## config.mk

```make
export PLATFORM = sky130hd
export DESIGN_NAME = fb_write_arbiter
export DESIGN_NICKNAME = d
export VERILOG_FILES = /design/src/rtl/fb_write_arbiter.sv
export SDC_FILE = /design/constraint.sdc
export NUM_CORES = 1
export LEC_CHECK = 0
export ABC_AREA = 1
export ABC_CLOCK_PERIOD_IN_PS = 4100
export CAP_MARGIN = 20
export CORE_MARGIN = 4
export CORE_UTILIZATION = 50
export CTS_CLUSTER_SIZE = 20
export DETAILED_ROUTE_END_ITERATION = 8
export MAX_ROUTING_LAYER = met4
export PLACE_DENSITY = 0.86
export SKIP_LAST_GASP = 1
export SLEW_MARGIN = 0
export SYNTH_ARGS = -nofsm -noshare
export SYNTH_HDL_FRONTEND = slang
export SYNTH_SLANG_ARGS = --single-unit
```

## constraint.sdc

```tcl
create_clock -name HCLK -period 4.1 [get_ports HCLK]
set_input_delay 0.615 -clock HCLK [delete_from_list [all_inputs] [get_ports HCLK]]
set_output_delay 0.615 -clock HCLK [all_outputs]
set_load 0.1 [all_outputs]
```

## src/rtl/fb_write_arbiter.sv

```systemverilog
// Two-requester round-robin arbiter for the framebuffer pixel-write port, with burst
// locking, off-screen clipping and a registered valid/ready output stage.
module fb_write_arbiter #(
    parameter int unsigned H_RES     = 640,
    parameter int unsigned V_RES     = 480,
    parameter int unsigned MAX_BURST = 16,
    parameter int unsigned CLIP_W    = 16
) (
    input  logic              HCLK,
    input  logic              HRESETn,
    input  logic              req0_valid,
    output logic              req0_ready,
    input  logic [9:0]        req0_x,
    input  logic [8:0]        req0_y,
    input  logic [1:0]        req0_pixel,
    input  logic              req0_last,
    input  logic              req1_valid,
    output logic              req1_ready,
    input  logic [9:0]        req1_x,
    input  logic [8:0]        req1_y,
    input  logic [1:0]        req1_pixel,
    input  logic              req1_last,
    output logic              fb_valid,
    input  logic              fb_ready,
    output logic [9:0]        fb_x,
    output logic [8:0]        fb_y,
    output logic [1:0]        fb_pixel,
    output logic [1:0]        grant,
    output logic [CLIP_W-1:0] clip_count
);

    localparam int unsigned CNT_W = $clog2(MAX_BURST + 1);

    typedef enum logic [1:0] {StIdle, StG0, StG1} state_e;

    state_e             state_q, state_d;
    logic               ptr_q, ptr_d;  // 1: req1 wins the next contested IDLE
    logic [CNT_W-1:0]   cnt_q, cnt_d;
    logic               fb_valid_q, fb_valid_d;
    logic [9:0]         fb_x_q, fb_x_d;
    logic [8:0]         fb_y_q, fb_y_d;
    logic [1:0]         fb_pixel_q, fb_pixel_d;
    logic [CLIP_W-1:0]  clip_q, clip_d;

    logic               slot_free;
    logic               acc;
    logic               clipped;
    logic               burst_end;
    logic [CNT_W-1:0]   cnt_inc;
    logic [9:0]         sel_x;
    logic [8:0]         sel_y;
    logic [1:0]         sel_pixel;
    logic               sel_last;

    // State register
    always_ff @(posedge HCLK or negedge HRESETn) begin
        if (!HRESETn) begin
            state_q    <= StIdle;
            ptr_q      <= 1'b0;
            cnt_q      <= '0;
            fb_valid_q <= 1'b0;
            fb_x_q     <= '0;
            fb_y_q     <= '0;
            fb_pixel_q <= '0;
            clip_q     <= '0;
        end else begin
            state_q    <= state_d;
            ptr_q      <= ptr_d;
            cnt_q      <= cnt_d;
            fb_valid_q <= fb_valid_d;
            fb_x_q     <= fb_x_d;
            fb_y_q     <= fb_y_d;
            fb_pixel_q <= fb_pixel_d;
            clip_q     <= clip_d;
        end
    end

    // Output decode
    always_comb begin
        slot_free  = !fb_valid_q || fb_ready;
        req0_ready = (state_q == StG0) && slot_free;
        req1_ready = (state_q == StG1) && slot_free;
        grant      = {state_q == StG1, state_q == StG0};
        fb_valid   = fb_valid_q;
        fb_x       = fb_x_q;
        fb_y       = fb_y_q;
        fb_pixel   = fb_pixel_q;
        clip_count = clip_q;
    end

    // Current owner's beat
    always_comb begin
        sel_x     = req0_x;
        sel_y     = req0_y;
        sel_pixel = req0_pixel;
        sel_last  = req0_last;
        if (state_q == StG1) begin
            sel_x     = req1_x;
            sel_y     = req1_y;
            sel_pixel = req1_pixel;
            sel_last  = req1_last;
        end
        acc       = (req0_valid && req0_ready) || (req1_valid && req1_ready);
        clipped   = (32'(sel_x) >= H_RES) || (32'(sel_y) >= V_RES);
        cnt_inc   = cnt_q + CNT_W'(1);
        burst_end = acc && (sel_last || (cnt_inc == CNT_W'(MAX_BURST)));
    end

    // Next-state logic
    always_comb begin
        state_d = state_q;
        ptr_d   = ptr_q;
        cnt_d   = cnt_q;
        unique case (state_q)
            StIdle: begin
                if (req0_valid && req1_valid) state_d = ptr_q ? StG1 : StG0;
                else if (req0_valid)          state_d = StG0;
                else if (req1_valid)          state_d = StG1;
            end
            StG0: begin
                if (burst_end) begin
                    ptr_d   = 1'b1;
                    state_d = req1_valid ? StG1 : StIdle;
                end
            end
            StG1: begin
                if (burst_end) begin
                    ptr_d   = 1'b0;
                    state_d = req0_valid ? StG0 : StIdle;
                end
            end
            default: state_d = StIdle;
        endcase
        if (burst_end)  cnt_d = '0;
        else if (acc)   cnt_d = cnt_inc;
    end

    // Output register and clip counter
    always_comb begin
        fb_valid_d = fb_valid_q;
        fb_x_d     = fb_x_q;
        fb_y_d     = fb_y_q;
        fb_pixel_d = fb_pixel_q;
        clip_d     = clip_q;
        // Acceptance implies the slot is free, so loading never overwrites an undrained beat
        if (acc && !clipped) begin
            fb_valid_d = 1'b1;
            fb_x_d     = sel_x;
            fb_y_d     = sel_y;
            fb_pixel_d = sel_pixel;
        end else if (fb_ready) begin
            fb_valid_d = 1'b0;
        end
        if (acc && clipped && (clip_q != '1)) clip_d = clip_q + CLIP_W'(1);
    end

endmodule
```

# Word level (Yosys, flattened, before mapping)
# Cells that the tools add are included.
# word_totals
ram_bits,0
romBits,0
in_bits,49
elab_cells,60
out_inout_bits,42
reg_bits,46
latchBits,0
mem_count,0
# op_classes
div,0
shifts,0
n_eq_ne,7
mul,0
add_sub_neg,2
n_reduce_logical,21
n_lt_le_gt_ge,2
muxes,20
n_bitwise,0
# ops
cell,count
$add A16 B1 Y16 const B,1
$mux W2,8
$ne A16 B16 Y1 const B,1
$ge A10 B10 Y1 const B,1
$mux W10,1
$mux W5,2
$ge A9 B9 Y1 const B,1
$logic_and A1 B1 Y1,9
$mux W9,1
$mux W1,6
$pmux W2 S3,1
$reduce_and A3 Y1,2
$reduce_bool A2 Y1,3
$add A5 B1 Y5 const B,1
$eq A5 B5 Y1 const B,1
$logic_or A1 B1 Y1,4
$ne A2 B1 Y1 const B,2
$ne A4 B4 Y1 const B,1
$eq A2 B1 Y1 const B,1
$eq A2 B2 Y1 const B,1
$logic_not A1 Y1,2
$logic_not A2 Y1,1
$pmux W1 S2,1

# Logic depth before layout (Yosys ltp)
# depth
ltp_word,8
ltp_mapped,12
ltp_nobuf,11

# Worst setup path after synthesis
# OpenSTA, ideal clock, no wires.
# synth_timing
path_kind,reg-to-output
start,register fb_valid_q (netlist: fb_valid)
end,output req0_ready
path_slack_ps,385
arrival_time_ps,3100
t_required_ps,3485
stages_incl_launch_ff,4
n_path_buf,0
path_cell_list,dfrtp_1 > nand2_1 > inv_1 > nor3_1
# synth_via
elab_chain_len,3
# synth_lines
element,line,source
"start, declared",39,"logic fb_valid_q, fb_valid_d;"
"start signal, assigned",70,fb_valid_q <= fb_valid_d;
$logic_not A1 Y1,80,slot_free = !fb_valid_q || fb_ready;
$logic_or A1 B1 Y1,80,
$logic_and A1 B1 Y1,81,req0_ready = (state_q == StG0) && slot_free;
"end, declared",12,"output logic req0_ready,"
# No other way between the ends.

# Worst setup path after layout
# layout_timing
start,register state_q[1]
end,output grant[1]
# layout_via
elab_chain_len,1
# layout_lines
element,line,source
"start, declared",36,"state_e state_q, state_d;"
"start signal, assigned",58,state_q <= StIdle;
"start signal, assigned",67,state_q <= state_d;
$eq A2 B2 Y1,83,"grant = {state_q == StG1, state_q == StG0};"
"end, declared",28,"output logic [1:0] grant,"
# No other way between the ends.

==> metrics.txt <==
Overflow after GRT=0; fin. max-slew vios=0; CTS resizes=0; LEAKAGE=1.87 nW; DP HPWL=5140 um; fmax=321 MHz; Logic pwr share=0.654; worst slack at placement=1.31 ns; die height=83.4 um; RSZ-0062 raised after global routing=false; Total GRT Usage=0.212; synth warn=0; Placed Area=3670 um2; Crit path max-delay family=buffers and inverters; Top Usage Layer GRT=met2; largest net degree at the start of global routing=47; Root Driver=clkbuf_8; Filler Cells Inserted=463; Least-Margin Pin Slew=1.03 ns; GP Congestion=0.928; first-pass GRT wire length=12000 um; Worst setup SP type=register; Core Footprint=5510 um2; Die ar.=6950 um2; row cnt=27; Initial Util=0.516; Worst Path Buf+Inv=2; hold slack=0.136 ns; DRT iter0 DRCs=183; Nets=510; PortBufs=90; WP depth=3; critical path class=reg2out; Tcrit/Tclk final=0.760; cell area after layout=3800 um2; Worst Reg-to-Reg Cells=9; Min-Delay Path Class=in2async; clk slew on worst S/H paths=0.09 ns; GR Util met3=0.0456; Max Cap Viol=0; ANT nets after route=0; clock skew=0.00213 ns; Req. time, crit path=3.48 ns; ANT cells=0; Post-Route WL=7030 um; share of cells above drive strength 1=0.0870; final worst slack=0.984 ns; H-tree depth=2; vias in the first global route=2664; initial antenna violation count=0; met1 usage=0.251; Setup Fix Bufs, Post-CTS=0; number of hold violations in the final report=0; total number of vias=2723; wire length per cell=13.2 um; Max stage delay cell, worst path=clkdlybuf4s50_1; Die X=83.4 um; Worst Setup End Kind=output port; drt pass-1 iters=4; Seq pwr share=0.234; DR vias/cell=5.12; M2 GR Usage=0.350; I/O Pins=91; Critical Path AT=2.50 ns; DRC=0; worst skew pair latency=0.30 ns; Synth Cell Area=2840 um2; CP Max Fanout=23; largest stage delay on the critical path=1.24 ns; Critical Path, Cell by Cell=inv_2, nor2_4, clkdlybuf4s50_1; Distinct cells, synth=30; switching share of total power=0.594; VDD IR-drop max=0.767 mV; Fin Setup TNS=0 ns; syn avg cell area=7.53 um2; Longest Clk Path Bufs=2; sw power=1.80 mW; Setup Viol. Count Final=0; Pwr per Cell Area=796 nW/um2; cts bufs inserted=5; Rel. slew slack=0.311; Cell Int Power=1.23 mW; # clock sinks=46; area growth from synthesis to layout=34.0%; Clk pwr share=0.112; CTS tree=built; Mapped Cells=377; Post-CTS Hold Buffers=0; post-synthesis sequential area ratio=0.405; Synth Register Bits=46; fin crit period=3.12 ns; status=finished, final reports clean; Mapped Nets=428
[cell usage after synthesis, drive strengths merged]
library cell | instances | share of area
nand4 | 25 | 0.055
or2 | 1 | 0.0022
o21ai | 11 | 0.021
buf | 16 | 0.052
a311oi | 1 | 0.0031
xnor2 | 7 | 0.022
nand3 | 28 | 0.054
inv | 30 | 0.041
dfrtp | 46 | 0.41
nand2 | 179 | 0.28
nor3 | 1 | 0.0018
xor2 | 6 | 0.019
ha | 2 | 0.0088
nor2 | 22 | 0.035
o311ai | 1 | 0.0031
o22ai | 1 | 0.0022
[flip-flops by register name, summed over array words and instances, names as in the netlist]
signal	cells
fb_x	10
clip_count	16
fb_pixel	2
fb_y	9
cnt_q	5
state_q	2
ptr_q	1
fb_valid	1
[layer usage]
layer  wire [um]  vias up
li1            -     1368
met1        2910     1241
met2        3440       97
met3         499       17
met4         185        0
met5           0        -
[area by class of cell]
type | count | area, um2 | area share
Timing Repair Buffer | 91 | 911 | 0.239
Clock buffer | 6 | 72.6 | 0.0191
Inverter | 30 | 115 | 0.0303
Clock inverter | 2 | 37.5 | 0.00987
Sequential cell | 46 | 1150 | 0.303
Tap cell | 72 | 90.1 | 0.0237
Multi-Input combinational cell | 285 | 1430 | 0.375
[power by group through the flow]
stage,clock network (mW),registers (mW),logic [mW]
floorplan,0,1.47,0.853
global placement,0,0.709,1.95
detailed placement,0,0.713,1.99
CTS,0.346,0.708,1.99
global route,0.364,0.730,2.10
finish,0.340,0.709,1.98
[logic make-up (layout without fill, tap and decap cells)]
family | Yosys count | in the layout | synth area share
and+or+nand+nor | 256 | 256 | 0.425
AOI/OAI and AO/OA | 14 | 14 | 0.0291
buffers and inverters | 46 | 129 | 0.0921
xor gates and xnor gates | 13 | 13 | 0.0401
DFF | 46 | 46 | 0.405
adders and majority gates | 2 | 2 | 0.00881
[per-stage QoR]
| step | utilization | cells | power (mW) |
|---|---|---|---|
| final | 0.691 | 532 | 3.03 |
| after global routing | 0.691 | 532 | 3.19 |
| after CTS | 0.687 | 531 | 3.04 |
| after detailed placement | 0.667 | 523 | 2.70 |
| after global placement | 0.667 | 523 | 2.66 |
| after floorplan | - | 377 | 2.33 |
[placed cells by master (no fill, tap or decap), drive strengths merged]
master,n
clkbuf,6
dfrtp,46
nor3,1
ha,2
bufinv,1
or2,1
xor2,6
nand2,179
o311ai,1
buf,4
inv,30
o22ai,1
o21ai,11
nor2,22
nand3,28
a311oi,1
clkinvlp,1
nand4,25
xnor2,7
clkdlybuf4s50,87
[final timing paths]
check	from	end	slack (ns)
worst max-delay path	state_q[1]	grant[1]	0.98
worst min-delay path	HRESETn	clip_count[7]	0.14
worst max register to register	state_q[1]	fb_y[8]	1.92
worst min register to register	fb_y[6]	fb_y[6]	0.48
max in group asynchronous	HRESETn	cnt_q[4]	3.52
min in group HCLK	fb_y[6]	fb_y[6]	0.48
Power figures use the tool's default switching activity.
